===== src/rtl/oled_bus_responder.sv =====
// ---------------------------------------------------------------------------
// oled_bus_responder
//   Responder end of a 6800-style OLED parallel bus. It decodes the
//   command/argument byte stream, reports each complete command as a
//   one-cycle event, tracks the column/row address window, and turns
//   RAM-write (0x5C) pixel data into framebuffer writes.
//
// Ports
//   clk, rst          system clock, asynchronous active-high reset
//   oled_cs           chip select, active low
//   oled_e            enable strobe; byte taken on its falling edge
//   oled_rw           0 = write, 1 = read (reads are ignored)
//   oled_dc           0 = command byte, 1 = data byte
//   oled_din[7:0]     bus data
//   cmd_valid         one-cycle pulse, command complete
//   cmd, arg0, arg1   opcode and arguments of the last reported command
//   fb_we             one-cycle framebuffer write strobe
//   fb_addr           row*WIDTH + col
//   fb_din            RGB565 pixel (high byte arrives first)
//   display_on        set by 0xAF, cleared by 0xAE
//   err               one-cycle protocol-error pulse
//
// Bus handshake: a byte is accepted in the cycle where the registered
// enable is 1, the live enable is 0, cs is low and rw is low. Every response
// is registered and appears one cycle after that strobe cycle.
//
// Build option
//   OLED_RX_SYNC_EN  : pass all bus inputs through a 2-flop synchronizer
//                      before edge detection (adds 2 cycles of latency).
// ---------------------------------------------------------------------------
module oled_bus_responder #(
  parameter int WIDTH  = 128,
  parameter int HEIGHT = 128,
  parameter int FB_AW  = 14
) (
  input  logic             clk,
  input  logic             rst,
  input  logic             oled_cs,
  input  logic             oled_e,
  input  logic             oled_rw,
  input  logic             oled_dc,
  input  logic [7:0]       oled_din,
  output logic             cmd_valid,
  output logic [7:0]       cmd,
  output logic [7:0]       arg0,
  output logic [7:0]       arg1,
  output logic             fb_we,
  output logic [FB_AW-1:0] fb_addr,
  output logic [15:0]      fb_din,
  output logic             display_on,
  output logic             err
);

  localparam int CW = $clog2(WIDTH);
  localparam int RW = $clog2(HEIGHT);

  typedef enum logic [1:0] {S_CMD, S_ARGS, S_PIX_HI, S_PIX_LO} state_t;

  // Bus as seen by the edge detector
  logic       b_cs, b_e, b_rw, b_dc;
  logic [7:0] b_din;

`ifdef OLED_RX_SYNC_EN
  logic [11:0] sync1_d, sync1_q, sync2_q;
  assign sync1_d = {oled_cs, oled_e, oled_rw, oled_dc, oled_din};
  // cs resets high so the bus looks deselected until real samples arrive
  always_ff @(posedge clk or posedge rst) begin
    if (rst) begin
      sync1_q <= 12'h800;
      sync2_q <= 12'h800;
    end else begin
      sync1_q <= sync1_d;
      sync2_q <= sync1_q;
    end
  end
  assign {b_cs, b_e, b_rw, b_dc, b_din} = sync2_q;
`else
  assign {b_cs, b_e, b_rw, b_dc, b_din} = {oled_cs, oled_e, oled_rw, oled_dc, oled_din};
`endif

  function automatic logic [1:0] arity(input logic [7:0] op);
    case (op)
      8'h15, 8'h75, 8'hA0, 8'hB4, 8'hD1: arity = 2'd2;
      8'hAE, 8'hAF, 8'h5C:               arity = 2'd0;
      default:                           arity = 2'd1;
    endcase
  endfunction

  function automatic logic [CW-1:0] clamp_col(input logic [7:0] v);
    if (int'(v) > WIDTH - 1) clamp_col = CW'(WIDTH - 1);
    else                     clamp_col = CW'(v);
  endfunction

  function automatic logic [RW-1:0] clamp_row(input logic [7:0] v);
    if (int'(v) > HEIGHT - 1) clamp_row = RW'(HEIGHT - 1);
    else                      clamp_row = RW'(v);
  endfunction

  state_t           state_q, state_d;
  logic             e_q;
  logic [7:0]       opc_q, opc_d, a0_q, a0_d, hi_q, hi_d;
  logic [1:0]       rem_q, rem_d;
  logic [CW-1:0]    col_start_q, col_start_d, col_end_q, col_end_d, col_q, col_d;
  logic [RW-1:0]    row_start_q, row_start_d, row_end_q, row_end_d, row_q, row_d;
  logic             cmd_valid_q, cmd_valid_d, fb_we_q, fb_we_d, err_q, err_d;
  logic             display_on_q, display_on_d;
  logic [7:0]       cmd_q, cmd_d, arg0_q, arg0_d, arg1_q, arg1_d;
  logic [FB_AW-1:0] fb_addr_q, fb_addr_d;
  logic [15:0]      fb_din_q, fb_din_d;
  logic             strobe;
  logic [CW-1:0]    win_c_lo, win_c_hi;
  logic [RW-1:0]    win_r_lo, win_r_hi;

  assign strobe = e_q && !b_e && !b_cs && !b_rw;

  always_comb begin
    state_d      = state_q;
    opc_d        = opc_q;
    a0_d         = a0_q;
    hi_d         = hi_q;
    rem_d        = rem_q;
    col_start_d  = col_start_q;
    col_end_d    = col_end_q;
    row_start_d  = row_start_q;
    row_end_d    = row_end_q;
    col_d        = col_q;
    row_d        = row_q;
    cmd_valid_d  = 1'b0;
    fb_we_d      = 1'b0;
    err_d        = 1'b0;
    display_on_d = display_on_q;
    cmd_d        = cmd_q;
    arg0_d       = arg0_q;
    arg1_d       = arg1_q;
    fb_addr_d    = fb_addr_q;
    fb_din_d     = fb_din_q;

    // Window bounds for a completing 0x15/0x75: first arg is in a0_q,
    // second arg is on the bus. The end never precedes the start.
    win_c_lo = clamp_col(a0_q);
    win_c_hi = (clamp_col(b_din) < win_c_lo) ? win_c_lo : clamp_col(b_din);
    win_r_lo = clamp_row(a0_q);
    win_r_hi = (clamp_row(b_din) < win_r_lo) ? win_r_lo : clamp_row(b_din);

    if (strobe && !b_dc) begin
      // A command byte always starts a fresh command; a half-finished
      // argument list or pixel is an error, leaving RAM-write mode is not.
      if (state_q == S_ARGS || state_q == S_PIX_LO) err_d = 1'b1;
      if (arity(b_din) == 2'd0) begin
        cmd_valid_d = 1'b1;
        cmd_d       = b_din;
        arg0_d      = 8'h00;
        arg1_d      = 8'h00;
        state_d     = S_CMD;
        if (b_din == 8'hAF) display_on_d = 1'b1;
        if (b_din == 8'hAE) display_on_d = 1'b0;
        if (b_din == 8'h5C) begin
          col_d   = col_start_q;
          row_d   = row_start_q;
          state_d = S_PIX_HI;
        end
      end else begin
        opc_d   = b_din;
        rem_d   = arity(b_din);
        state_d = S_ARGS;
      end
    end else if (strobe && b_dc) begin
      case (state_q)
        S_CMD: err_d = 1'b1;
        S_ARGS: begin
          rem_d = rem_q - 2'd1;
          if (rem_q == arity(opc_q)) a0_d = b_din;
          if (rem_q == 2'd1) begin
            cmd_valid_d = 1'b1;
            cmd_d       = opc_q;
            state_d     = S_CMD;
            if (arity(opc_q) == 2'd2) begin
              arg0_d = a0_q;
              arg1_d = b_din;
            end else begin
              arg0_d = b_din;
              arg1_d = 8'h00;
            end
            if (opc_q == 8'h15) begin
              col_start_d = win_c_lo;
              col_end_d   = win_c_hi;
            end
            if (opc_q == 8'h75) begin
              row_start_d = win_r_lo;
              row_end_d   = win_r_hi;
            end
          end
        end
        S_PIX_HI: begin
          hi_d    = b_din;
          state_d = S_PIX_LO;
        end
        default: begin // S_PIX_LO
          fb_we_d   = 1'b1;
          fb_din_d  = {hi_q, b_din};
          fb_addr_d = FB_AW'(int'(row_q) * WIDTH + int'(col_q));
          state_d   = S_PIX_HI;
          if (col_q == col_end_q) begin
            col_d = col_start_q;
            row_d = (row_q == row_end_q) ? row_start_q : row_q + RW'(1);
          end else begin
            col_d = col_q + CW'(1);
          end
        end
      endcase
    end
  end

  always_ff @(posedge clk or posedge rst) begin
    if (rst) begin
      state_q      <= S_CMD;
      e_q          <= 1'b0;
      opc_q        <= 8'h00;
      a0_q         <= 8'h00;
      hi_q         <= 8'h00;
      rem_q        <= 2'd0;
      col_start_q  <= '0;
      col_end_q    <= CW'(WIDTH - 1);
      row_start_q  <= '0;
      row_end_q    <= RW'(HEIGHT - 1);
      col_q        <= '0;
      row_q        <= '0;
      cmd_valid_q  <= 1'b0;
      fb_we_q      <= 1'b0;
      err_q        <= 1'b0;
      display_on_q <= 1'b0;
      cmd_q        <= 8'h00;
      arg0_q       <= 8'h00;
      arg1_q       <= 8'h00;
      fb_addr_q    <= '0;
      fb_din_q     <= 16'h0000;
    end else begin
      state_q      <= state_d;
      e_q          <= b_e;
      opc_q        <= opc_d;
      a0_q         <= a0_d;
      hi_q         <= hi_d;
      rem_q        <= rem_d;
      col_start_q  <= col_start_d;
      col_end_q    <= col_end_d;
      row_start_q  <= row_start_d;
      row_end_q    <= row_end_d;
      col_q        <= col_d;
      row_q        <= row_d;
      cmd_valid_q  <= cmd_valid_d;
      fb_we_q      <= fb_we_d;
      err_q        <= err_d;
      display_on_q <= display_on_d;
      cmd_q        <= cmd_d;
      arg0_q       <= arg0_d;
      arg1_q       <= arg1_d;
      fb_addr_q    <= fb_addr_d;
      fb_din_q     <= fb_din_d;
    end
  end

  assign cmd_valid  = cmd_valid_q;
  assign cmd        = cmd_q;
  assign arg0       = arg0_q;
  assign arg1       = arg1_q;
  assign fb_we      = fb_we_q;
  assign fb_addr    = fb_addr_q;
  assign fb_din     = fb_din_q;
  assign display_on = display_on_q;
  assign err        = err_q;

endmodule


===== config.mk =====
export PLATFORM = sky130hd
export DESIGN_NAME = oled_bus_responder
export DESIGN_NICKNAME = d
export VERILOG_FILES = /design/src/rtl/oled_bus_responder.sv
export SDC_FILE = /design/constraint.sdc
export NUM_CORES = 1
export LEC_CHECK = 0
export ABC_AREA = 1
export BUFFER_PORTS_ARGS = -buffer_cell sky130_fd_sc_hd__buf_4
export CORE_MARGIN = 5
export CORE_UTILIZATION = 50
export DETAILED_ROUTE_END_ITERATION = 10
export GPL_TIMING_DRIVEN = 0
export PLACE_DENSITY = 0.79
export SETUP_SLACK_MARGIN = 0.2
export SLEW_MARGIN = 5
export SYNTH_ARGS = -nofsm -noshare
export SYNTH_HDL_FRONTEND = slang
export SYNTH_SLANG_ARGS = --single-unit

===== constraint.sdc =====
create_clock -name clk -period 9.8 [get_ports clk]
set_clock_uncertainty 0.15 [all_clocks]
set_input_delay 1.47 -clock clk [delete_from_list [all_inputs] [get_ports clk]]
set_output_delay 1.47 -clock clk [all_outputs]
set_load 0.01 [all_outputs]

==> results_dict.tcl, run 1 <==
set metrics [dict create \
    outcome "finished clean" \
    part_of_the_yosys_area_used_for_sequential_elements_pct 50.2 \
    maxSlewHeadroom_pct 67.9 \
    worst_setup_hold_path_clk_slew_ns 0.05 \
    hp-start "col_end_q[6]" \
    setup.worst_path.start_class "primary input" \
    final-setup-viol-count 0 \
    multi_input_comb_area_um2 2810 \
    globalRouteOverflowTotal 0 \
    maxCapViolations 0 \
    drive_above_1_share_pct 21.5 \
    cellLeakagePower_nw 4.03 \
    finalSetupTns_ns 0 \
    whs_path_depth 2 \
    timing.fmax_ghz 0.329 \
    r2r-start "a0_q[7]" \
    grt.met1_usage_pct 29.2 \
    worst_ep_arrival_time_ns 3.24 \
    final_cell_count_without_fillers 1042 \
    share_clk_of_total_power_pct 36.5 \
    intPower_mw 1.19 \
    post-route-cell-area_um2 7810 \
    antenna_cells_inserted 0 \
    finalMaxSlewViolations 0 \
    vias 5422 \
    floorplan.die.height_um 124 \
    timing_worst_setup_path_type "primary input to flip-flop" \
    reg2regPathDepth 9 \
    dp.final_hpwl_um 11000 \
    synth_warnings 0 \
    final.min_clock_period_ns 3.04 \
    rsz0062_at_grt "no" \
    ys_ff_latch 129 \
    globalRouteMet2Util_pct 33.1 \
    number_of_buffers_inserted_by_port_buffering 68 \
    drt.antenna.violating_nets 0 \
    drt_drc_violations_left 0 \
    timing.critical_path.required_ns 10.00 \
    coreArea_um2 12700 \
    first_global_vias 5169 \
    fin_nets 880 \
    clk_root_buffer_cell "clkbuf_16" \
    grt_max_degree 82 \
    cts-htree-levels 4 \
    global_route.peak_usage_layer "met2" \
    critical_path.max_fanout 8 \
    seqCellArea_um2 3250 \
    actual_transition_at_the_worst_max_transition_pin_ns 0.481 \
    final_min_period_over_clock_period_pct 31.1 \
    r2r-end "row_end_q[2]" \
    worstHoldPathType "flip-flop to flip-flop" \
    total_cts_buffers 17 \
    drt_wl_total_um 15300 \
    fin_hold_ws_ns 0.319 \
    floorplan.die_area_um2 15300 \
    number_of_violations_reported_at_the_end_of_detailed_routing_iteration_0 419 \
    fillerInstances 1080 \
    use_met3_pct 4.54 \
    pwr-share-comb_pct 22.7 \
    grtUsageTotal_pct 21.2 \
    vdd_drop_max_mv 0.106 \
    latest_clock_arrival_within_the_worst_skew_pair_ns 0.42 \
    gp_routability_congestion 0.900 \
    p_sw_mw 0.522 \
    hold_viol_final 0 \
    placement_rows 41 \
    placedCellCount 1010 \
    detail_route.wl_per_cell_um 14.6 \
    start_util_pct 51.0 \
    dp_slack_ns 6.37 \
    postPlaceCellArea_um2 7220 \
    worst_slack_ns 6.76 \
    dr.pass1.iters 5 \
    ioPinCount 72 \
    avgViaCountPerCell 5.20 \
    postCtsSetupRepairBufs 0 \
    netlist_area_um2 6470 \
    layout-area-overhead-vs-synth_pct 20.8 \
    pwr-share-seq_pct 40.8 \
    syn_inst 769 \
    setup.worst_path.end_class "flip-flop" \
    cts_hold_repair.buffers 0 \
    wire_length_of_the_first_global_routing_pass_um 25400 \
    cts.path.max_buffers 2 \
    synth.distinct_cells 38 \
    antenna_violations_before_repair 0 \
    synth_nets 792 \
    post_cts_resized 0 \
    power_per_cell_area_nw_per_um2 219 \
    min_delay_worst_endpoint "col_end_q[6]" \
    synthesis.area_per_instance_um2 8.41 \
    cts_sinks 129 \
    switching_share_pct 30.4 \
    die_w_um 124 \
    reg2reg_slack_ns 7.37 \
    cts_tree "yes" \
]
==> stage by stage <==
step           utilization, %  power (mW)
3_5_place_dp             57.0        1.09
4_1_cts                  61.7        1.72
3_3_place_gp             56.8        1.08
6_report                 61.7        1.71
2_1_floorplan               -       0.948
5_1_grt                  61.7        1.81
==> logic make-up (layout without fill, tap and decap cells) <==
group / count (synthesis) / after routing / synth area share [%]
XOR/XNOR: 24 / 24 / 3.25
flip-flops: 129 / 129 / 50.2
buffers and inverters: 90 / 191 / 6.39
AO/OA/AOI/OAI: 108 / 108 / 9.33
adder cells (fa/ha/maj): 9 / 9 / 1.74
AND/OR/NAND/NOR: 409 / 409 / 29.1
==> placed cells by master (no fill, tap or decap), types with 6 or more instances in the layout <==
master / instances
xor2_1: 16
dfstp_2: 14
a21oi_1: 18
nand3_1: 65
o22ai_1: 8
clkbuf_16: 17
nand2_2: 8
ha_1: 9
inv_2: 15
nor2_4: 6
clkbuf_1: 11
a31oi_1: 9
buf_6: 7
nand2_1: 252
nor2_1: 45
buf_2: 7
o21ai_1: 16
xnor2_1: 8
o21ai_0: 47
buf_4: 70
dfrtp_1: 115
o21ai_2: 6
inv_1: 47
==> state kept, by name, indices dropped and copies added (netlist names), 2 cells and up <==
| signal | count |
|---|---|
| a0_q | 8 |
| arg0 | 8 |
| arg1 | 8 |
| cmd | 8 |
| col_end_q | 7 |
| col_q | 7 |
| col_start_q | 7 |
| fb_addr | 14 |
| fb_din | 16 |
| hi_q | 8 |
| opc_q | 8 |
| rem_q | 2 |
| row_end_q | 7 |
| row_q | 7 |
| row_start_q | 7 |
| state_q | 2 |
==> critical path, stage by stage <==
cell and delay, ns:
buf_4 0.15, inv_1 0.22, nand2_1 0.14, ha_1 0.31, nand3_1 0.08, nand2_1 0.08
nand4_2 0.19, nand2_1 0.26, nand3_1 0.16, nand3_1 0.12, nand2_1 0.06
==> power by group through the flow <==
| stage | Combinational [mW] | Sequential, mW | Clock, mW |
|---|---|---|---|
| 6_report | 0.389 | 0.698 | 0.626 |
| 5_1_grt | 0.441 | 0.710 | 0.657 |
| 4_1_cts | 0.390 | 0.697 | 0.634 |
| 3_5_place_dp | 0.387 | 0.703 | 0 |
| 3_3_place_gp | 0.376 | 0.702 | 0 |
| 2_1_floorplan | 0.240 | 0.708 | 0 |
==> cell type report <==
cell class / instances / share of cell area (%)
Timing Repair Buffer: 69 / 6.89
Clock inverter: 5 / 0.961
Buffer: 25 / 2.10
Clock buffer: 27 / 6.57
Tap cell: 172 / 2.75
Inverter: 65 / 3.25
Sequential cell: 129 / 41.5
Multi-Input combinational cell: 550 / 35.9
==> cells in the mapped netlist (all sizes together) <==
library cell / instances / share of area, %
nand3: 67 / 5.3
xor2: 16 / 2.2
nor3: 7 / 0.70
ha: 9 / 1.7
dfstp: 14 / 5.7
nor2: 60 / 5.4
xnor2: 8 / 1.1
nand2: 266 / 17
buf: 18 / 2.1
o22ai: 8 / 0.77
o21a: 1 / 0.12
dfrtp: 115 / 45
inv: 65 / 3.9
clkbuf: 7 / 0.43
o21ai: 69 / 5.7
a31oi: 9 / 0.87
nand4: 7 / 0.87
a21oi: 19 / 1.6
o211ai: 2 / 0.23
nand3b: 2 / 0.23
==> worst max path at each step <==
stage	from	endpoint
2_1_floorplan	rst	a0_q[0]
3_3_place_gp	rst	a0_q[7]
3_5_place_dp	oled_din[2]	row_end_q[2]
4_1_cts	oled_din[2]	row_end_q[2]
5_1_grt	oled_din[6]	row_end_q[1]
6_report	oled_din[2]	row_end_q[2]
==> layer usage <==
metal	routed length (µm)	vias to the layer above
met4	289	0
met1	7070	2536
met5	0	-
met2	6980	169
met3	920	29
li1	-	2688
(Power assumes the default switching activity.)
==> run 2, diff against run 1 <==
--- a/config.mk
+++ b/config.mk
@@ -11,7 +11,7 @@
 export CORE_UTILIZATION = 50
 export DETAILED_ROUTE_END_ITERATION = 10
 export GPL_TIMING_DRIVEN = 0
-export PLACE_DENSITY = 0.79
+export PLACE_DENSITY = 0.81
 export SETUP_SLACK_MARGIN = 0.2
 export SLEW_MARGIN = 5
 export SYNTH_ARGS = -nofsm -noshare
==> constraint.sdc (replaced) <==
create_clock -name clk -period 2.6 [get_ports clk]
set_clock_uncertainty 0.15 [all_clocks]
set_input_delay 0.39 -clock clk [delete_from_list [all_inputs] [get_ports clk]]
set_output_delay 0.39 -clock clk [all_outputs]
set_load 0.01 [all_outputs]
==> run 2 against run 1 <==
Critical path depth fell by 2. Sequential power grew to 3.8 times the previous value. Combinational power grew to 3.9 times the previous value. Core utilization rose by 0.62 points. Final cell count grew 0.38%. Cell area rose by 1.0%. Setup slack worse by 6.3 ns. First-iteration DRC count is 24% higher. Critical path type is now flip-flop to flip-flop. Largest power group unchanged.
==> results_dict.tcl, run 2 (same netlist as run 1, synthesis figures left out) <==
set metrics [dict create \
    r2r-start "a0_q[7]" \
    timing_worst_setup_path_type "flip-flop to flip-flop" \
    ioPinCount 72 \
    worstHoldPathType "primary input to flip-flop" \
    cellLeakagePower_nw 4.05 \
    floorplan.die_area_um2 15300 \
    most-common-layout-cells "251 x nand2_1, 115 x dfrtp_1, 70 x buf_4" \
    critical_path.max_fanout 9 \
    cts_sinks 129 \
    actual_transition_at_the_worst_max_transition_pin_ns 0.564 \
    drt.antenna.violating_nets 0 \
    power_per_cell_area_nw_per_um2 826 \
    reg2reg_slack_ns 0.43 \
    setup.worst_path.end_class "flip-flop" \
    timing.critical_path.required_ns 2.81 \
    placedCellCount 1012 \
    reg2regPathDepth 9 \
    maxCapViolations 0 \
    first_global_vias 5379 \
    detail_route.wl_per_cell_um 15.1 \
    final.min_clock_period_ns 2.17 \
    globalRouteOverflowTotal 0 \
    worstSetupEndpoint "row_end_q[2]" \
    timing.fmax_ghz 0.461 \
    final_min_period_over_clock_period_pct 83.4 \
    final_cell_count_without_fillers 1046 \
    flip_flop_count_of_the_largest_register_after_layout 16 \
    drive_above_1_share_pct 22.4 \
    die_w_um 124 \
    outcome "finished clean" \
    fillerInstances 1093 \
    maxSlewHeadroom_pct 62.3 \
    layout-area-overhead-vs-synth_pct 22.0 \
    gp_routability_congestion 0.893 \
    total_cts_buffers 17 \
    clk_root_buffer_cell "clkbuf_16" \
    cts_tree "yes" \
    number_of_violations_reported_at_the_end_of_detailed_routing_iteration_0 518 \
    final_common_cell "nand2_1" \
    vdd_drop_max_mv 0.477 \
    start_util_pct 51.0 \
    cts-htree-levels 4 \
    antenna_cells_inserted 0 \
    cts.path.max_buffers 2 \
    drt_drc_violations_left 0 \
    vias 5514 \
    multi_input_comb_area_um2 2820 \
    placement_rows 41 \
    hold_viol_final 0 \
    grtUsageTotal_pct 22.1 \
    fin_nets 884 \
    worst_setup_hold_path_clk_slew_ns 0.05 \
    power_mw 6.52 \
    finish.utilization_pct 62.3 \
    floorplan.die.height_um 124 \
    critical_path.startpoint "a0_q[7]" \
    setup.worst_path.start_class "flip-flop" \
    seqCellArea_um2 3250 \
    finalMaxSlewViolations 0 \
    wire_length_of_the_first_global_routing_pass_um 26200 \
    grt_max_degree 41 \
    number_of_buffers_inserted_by_port_buffering 68 \
    dr.pass1.iters 5 \
    worst_ep_arrival_time_ns 2.38 \
    rsz0062_at_grt "no" \
    latest_clock_arrival_within_the_worst_skew_pair_ns 0.42 \
    dp.final_hpwl_um 11500 \
    postCtsSetupRepairBufs 0 \
    avgViaCountPerCell 5.27 \
    antenna_violations_before_repair 0 \
    final-setup-viol-count 0 \
    drt_wl_total_um 15800 \
    r2r-end "row_end_q[2]" \
    coreArea_um2 12700 \
]
==> run 2: cell type report <==
cell class | count | share of cell area, %
sequential | 129 | 41.1
multi-input combinational | 550 | 35.8
timing repair buffer | 73 | 7.48
clock buffer | 28 | 6.68
inverter | 65 | 3.20
tap | 172 | 2.73
buffer | 25 | 2.08
clock inverter | 4 | 0.920
==> run 2: layer usage <==
metal / up-vias / wire, µm / track usage (%) / part of all wire [%]
met5: - / 0 / 0 / 0
met1: 2579 / 7040 / 29.8 / 44
met3: 39 / 981 / 5.22 / 6.2
li1: 2682 / - / - / -
met2: 214 / 7370 / 34.1 / 46
met4: 0 / 462 / 10.0 / 2.9
==> run 2: metrics by stage <==
stage	hold slack (ns)	setup TNS [ns]	instance area, µm²	setup WS (ns)
after floorplan	0.271	0	6470	0.476
after CTS	0.0951	0	7880	0.267
after detailed placement	0.311	0	7260	0.237
after global placement	0.311	-31.77	7200	-0.284
final	0.116	0	7890	0.431
after global routing	0.106	0	7890	0.276
==> run 2: repair_timing <==
item	CTS	global route
pin swaps	0	0
endpoints found under the hold margin	21	0
endpoints found under the setup margin	1	14
gates resized for setup	1	6
hold buffers	2	0
==> run 2: critical path: stages (launching register included) <==
cell and delay (ns):
dfrtp_1 0.35, buf_2 0.18, nor2_2 0.30, ha_1 0.31
a21oi_1 0.14, o21a_2 0.24, nand2_2 0.13, nand3_1 0.14
nand3_1 0.10, nand2_1 0.07
==> run 2: worst min path at each step <==
stage                      from         end  slack, ns  depth (start not counted)
floorplan                oled_e         e_q       0.27                          0
global placement        hi_q[2]  fb_din[10]       0.31                          2
detailed placement      hi_q[7]  fb_din[15]       0.31                          2
CTS                 oled_din[5]     a0_q[5]        0.1                          3
global route        oled_din[5]     arg1[5]       0.11                          3
finish              oled_din[7]     arg1[7]       0.12                          3
==> run 2: report_power, final <==
part / switching [mW] / internal (mW) / total [mW]
Sequential: 0.284 / 2.35 / 2.63
Clock: 0.821 / 1.56 / 2.38
Combinational: 0.880 / 0.623 / 1.50
==> run 3, diff against run 2 <==
--- a/config.mk
+++ b/config.mk
@@ -11,7 +11,7 @@
 export CORE_UTILIZATION = 50
 export DETAILED_ROUTE_END_ITERATION = 10
 export GPL_TIMING_DRIVEN = 0
-export PLACE_DENSITY = 0.81
+export PLACE_DENSITY = 0.79
 export SETUP_SLACK_MARGIN = 0.2
 export SLEW_MARGIN = 5
 export SYNTH_ARGS = -nofsm -noshare
==> constraint.sdc (replaced) <==
create_clock -name clk -period 2.2 [get_ports clk]
set_clock_uncertainty 0.15 [all_clocks]
set_input_delay 0.33 -clock clk [delete_from_list [all_inputs] [get_ports clk]]
set_output_delay 0.33 -clock clk [all_outputs]
set_load 0.01 [all_outputs]
==> run 3 against run 2 <==
Power grew 22%. Via count up 0.13%. Worst hold slack worse by 0.065 ns. Sequential cell count unchanged. First-iteration DRC count grew 5.4%. Global-route usage about the same. Fmax is 12% higher. Wire length is 0.40% higher. Count of clock-buffer cells in the layout down 10. Register-to-register slack lost 0.17 ns. Critical endpoint unchanged.
==> results_dict.tcl, run 3 (same netlist as run 1, synthesis figures left out) <==
set metrics [dict create \
    outcome "finished clean" \
    pwr-share-seq_pct 39.1 \
    worst_slack_ns 0.263 \
    hp-start "oled_din[5]" \
    avgViaCountPerCell 5.23 \
    intPower_mw 5.49 \
    p_sw_mw 2.48 \
    rsz0062_at_grt "yes" \
    finalSetupTns_ns 0 \
    drt_wl_total_um 15900 \
    flip_flop_count_of_the_largest_register_after_layout 16 \
    share_clk_of_total_power_pct 37.3 \
    floorplan.die.height_um 124 \
    critical_path.startpoint "a0_q[7]" \
    power_per_cell_area_nw_per_um2 986 \
    hold_viol_final 0 \
    setup.worst_path.end_class "flip-flop" \
    pwr-share-comb_pct 23.5 \
    start_util_pct 51.0 \
    floorplan.die_area_um2 15300 \
    coreArea_um2 12700 \
    number_of_violations_reported_at_the_end_of_detailed_routing_iteration_0 546 \
    fin_hold_ws_ns 0.0510 \
    drt.antenna.violating_nets 0 \
    wire_length_of_the_first_global_routing_pass_um 26400 \
    dr.pass1.iters 5 \
    drive_above_1_share_pct 24.8 \
    worst_setup_hold_path_clk_slew_ns 0.06 \
    antenna_violations_before_repair 0 \
    timing_worst_setup_path_type "flip-flop to flip-flop" \
    maxCapViolations 0 \
    clk_root_buffer_cell "clkbuf_16" \
    worst_ep_arrival_time_ns 2.14 \
    grt_max_degree 41 \
    finalMaxSlewViolations 0 \
    drt_drc_violations_left 0 \
    setup.worst_path.start_class "flip-flop" \
    grtUsageTotal_pct 22.1 \
    most-common-layout-cells "249 x nand2_1, 115 x dfrtp_1, 78 x buf_4" \
    cts_tree "yes" \
    cellLeakagePower_nw 4.12 \
    critical_path.max_fanout 9 \
    detail_route.wl_per_cell_um 15.1 \
    fin_nets 894 \
    globalRouteOverflowTotal 0 \
    layout-area-overhead-vs-synth_pct 25.0 \
    dp_slack_ns -0.201 \
    dp.final_hpwl_um 11300 \
    die_w_um 124 \
    final_min_period_over_clock_period_pct 88.1 \
    r2r-start "a0_q[7]" \
    final-setup-viol-count 0 \
    timing.fmax_ghz 0.516 \
    maxSlewHeadroom_pct 67.0 \
    final_common_cell "nand2_1" \
    actual_transition_at_the_worst_max_transition_pin_ns 0.494 \
    cts.path.max_buffers 2 \
    cts_sinks 129 \
    first_global_vias 5365 \
    antenna_cells_inserted 0 \
    worstHoldPathType "primary input to flip-flop" \
    vias 5521 \
    number_of_buffers_inserted_by_port_buffering 68 \
    timing.critical_path.required_ns 2.40 \
    placement_rows 41 \
    ioPinCount 72 \
    vdd_drop_max_mv 0.510 \
    final.min_clock_period_ns 1.94 \
    cts-htree-levels 4 \
    switching_share_pct 31.1 \
    gp_routability_congestion 0.902 \
    latest_clock_arrival_within_the_worst_skew_pair_ns 0.43 \
    total_cts_buffers 17 \
]
## run 3: routing by layer
metal / wire, µm / up-vias / global-route usage [%] / share of wire, %
li1: - / 2708 / - / -
met1: 7220 / 2606 / 30.3 / 45
met2: 7330 / 170 / 33.5 / 46
met3: 964 / 37 / 5.72 / 6.1
met4: 391 / 0 / 9.27 / 2.5
met5: 0 / - / 0 / 0
## run 3: area by class of cell
cell class              count  area [µm²]
fillers                  1067        4590
clock buffers              18         439
well taps                 172         215
repair buffers             81         651
inverters                  65         253
flip-flops and latches    129        3250
plain buffers              25         175
clock inverters            14         188
multi-input cells         552        2920
## run 3: worst paths after layout
| check | cells past startpoint | to | slack (ns) |
|---|---|---|---|
| max | 9 | row_end_q[2] | 0.26 |
| min | 3 | a0_q[5] | 0.05 |
| max reg2reg | 9 | row_end_q[2] | 0.26 |
| min reg2reg | 2 | fb_din[11] | 0.32 |
| max in group asynchronous | 4 | row_end_q[1] | 0.96 |
| min in group asynchronous | 3 | state_q[1] | 0.33 |
## run 3: what timing repair did
item                                    CTS  global route
hold buffers                              2             0
cloned                                    0             2
endpoints found under the hold margin    16             0
setup buffers                             2             6
pin swaps                                 0             8
endpoints found under the setup margin   14            28
resized for setup                        16            12
## run 3: metrics by stage
step | util, % | area [µm²] | power, mW | instances
detailed placement | 57.3 | 7260 | 4.87 | 1012
floorplan | - | 6470 | 4.22 | 769
CTS | 63.0 | 7980 | 7.94 | 1048
finish | 63.8 | 8080 | 7.97 | 1056
global route | 63.8 | 8080 | 8.40 | 1056
global placement | 56.8 | 7200 | 4.80 | 1009
## run 3: power by group through the flow
stage,sequential (mW),clock (mW),combinational [mW]
6_report,3.12,2.98,1.88
5_1_grt,3.17,3.13,2.10
4_1_cts,3.12,3.01,1.81
3_5_place_dp,3.14,0,1.74
3_3_place_gp,3.13,0,1.67
2_1_floorplan,3.15,0,1.07
## run 3: worst max-delay path: stages, from the launching register on
cell     delay, ns
dfrtp_1       0.38
buf_8         0.15
nor2_4        0.11
ha_1          0.27
a21oi_1       0.16
o21a_2        0.20
buf_4         0.15
nand3_1       0.09
nand3_1       0.12
nand2_1       0.07
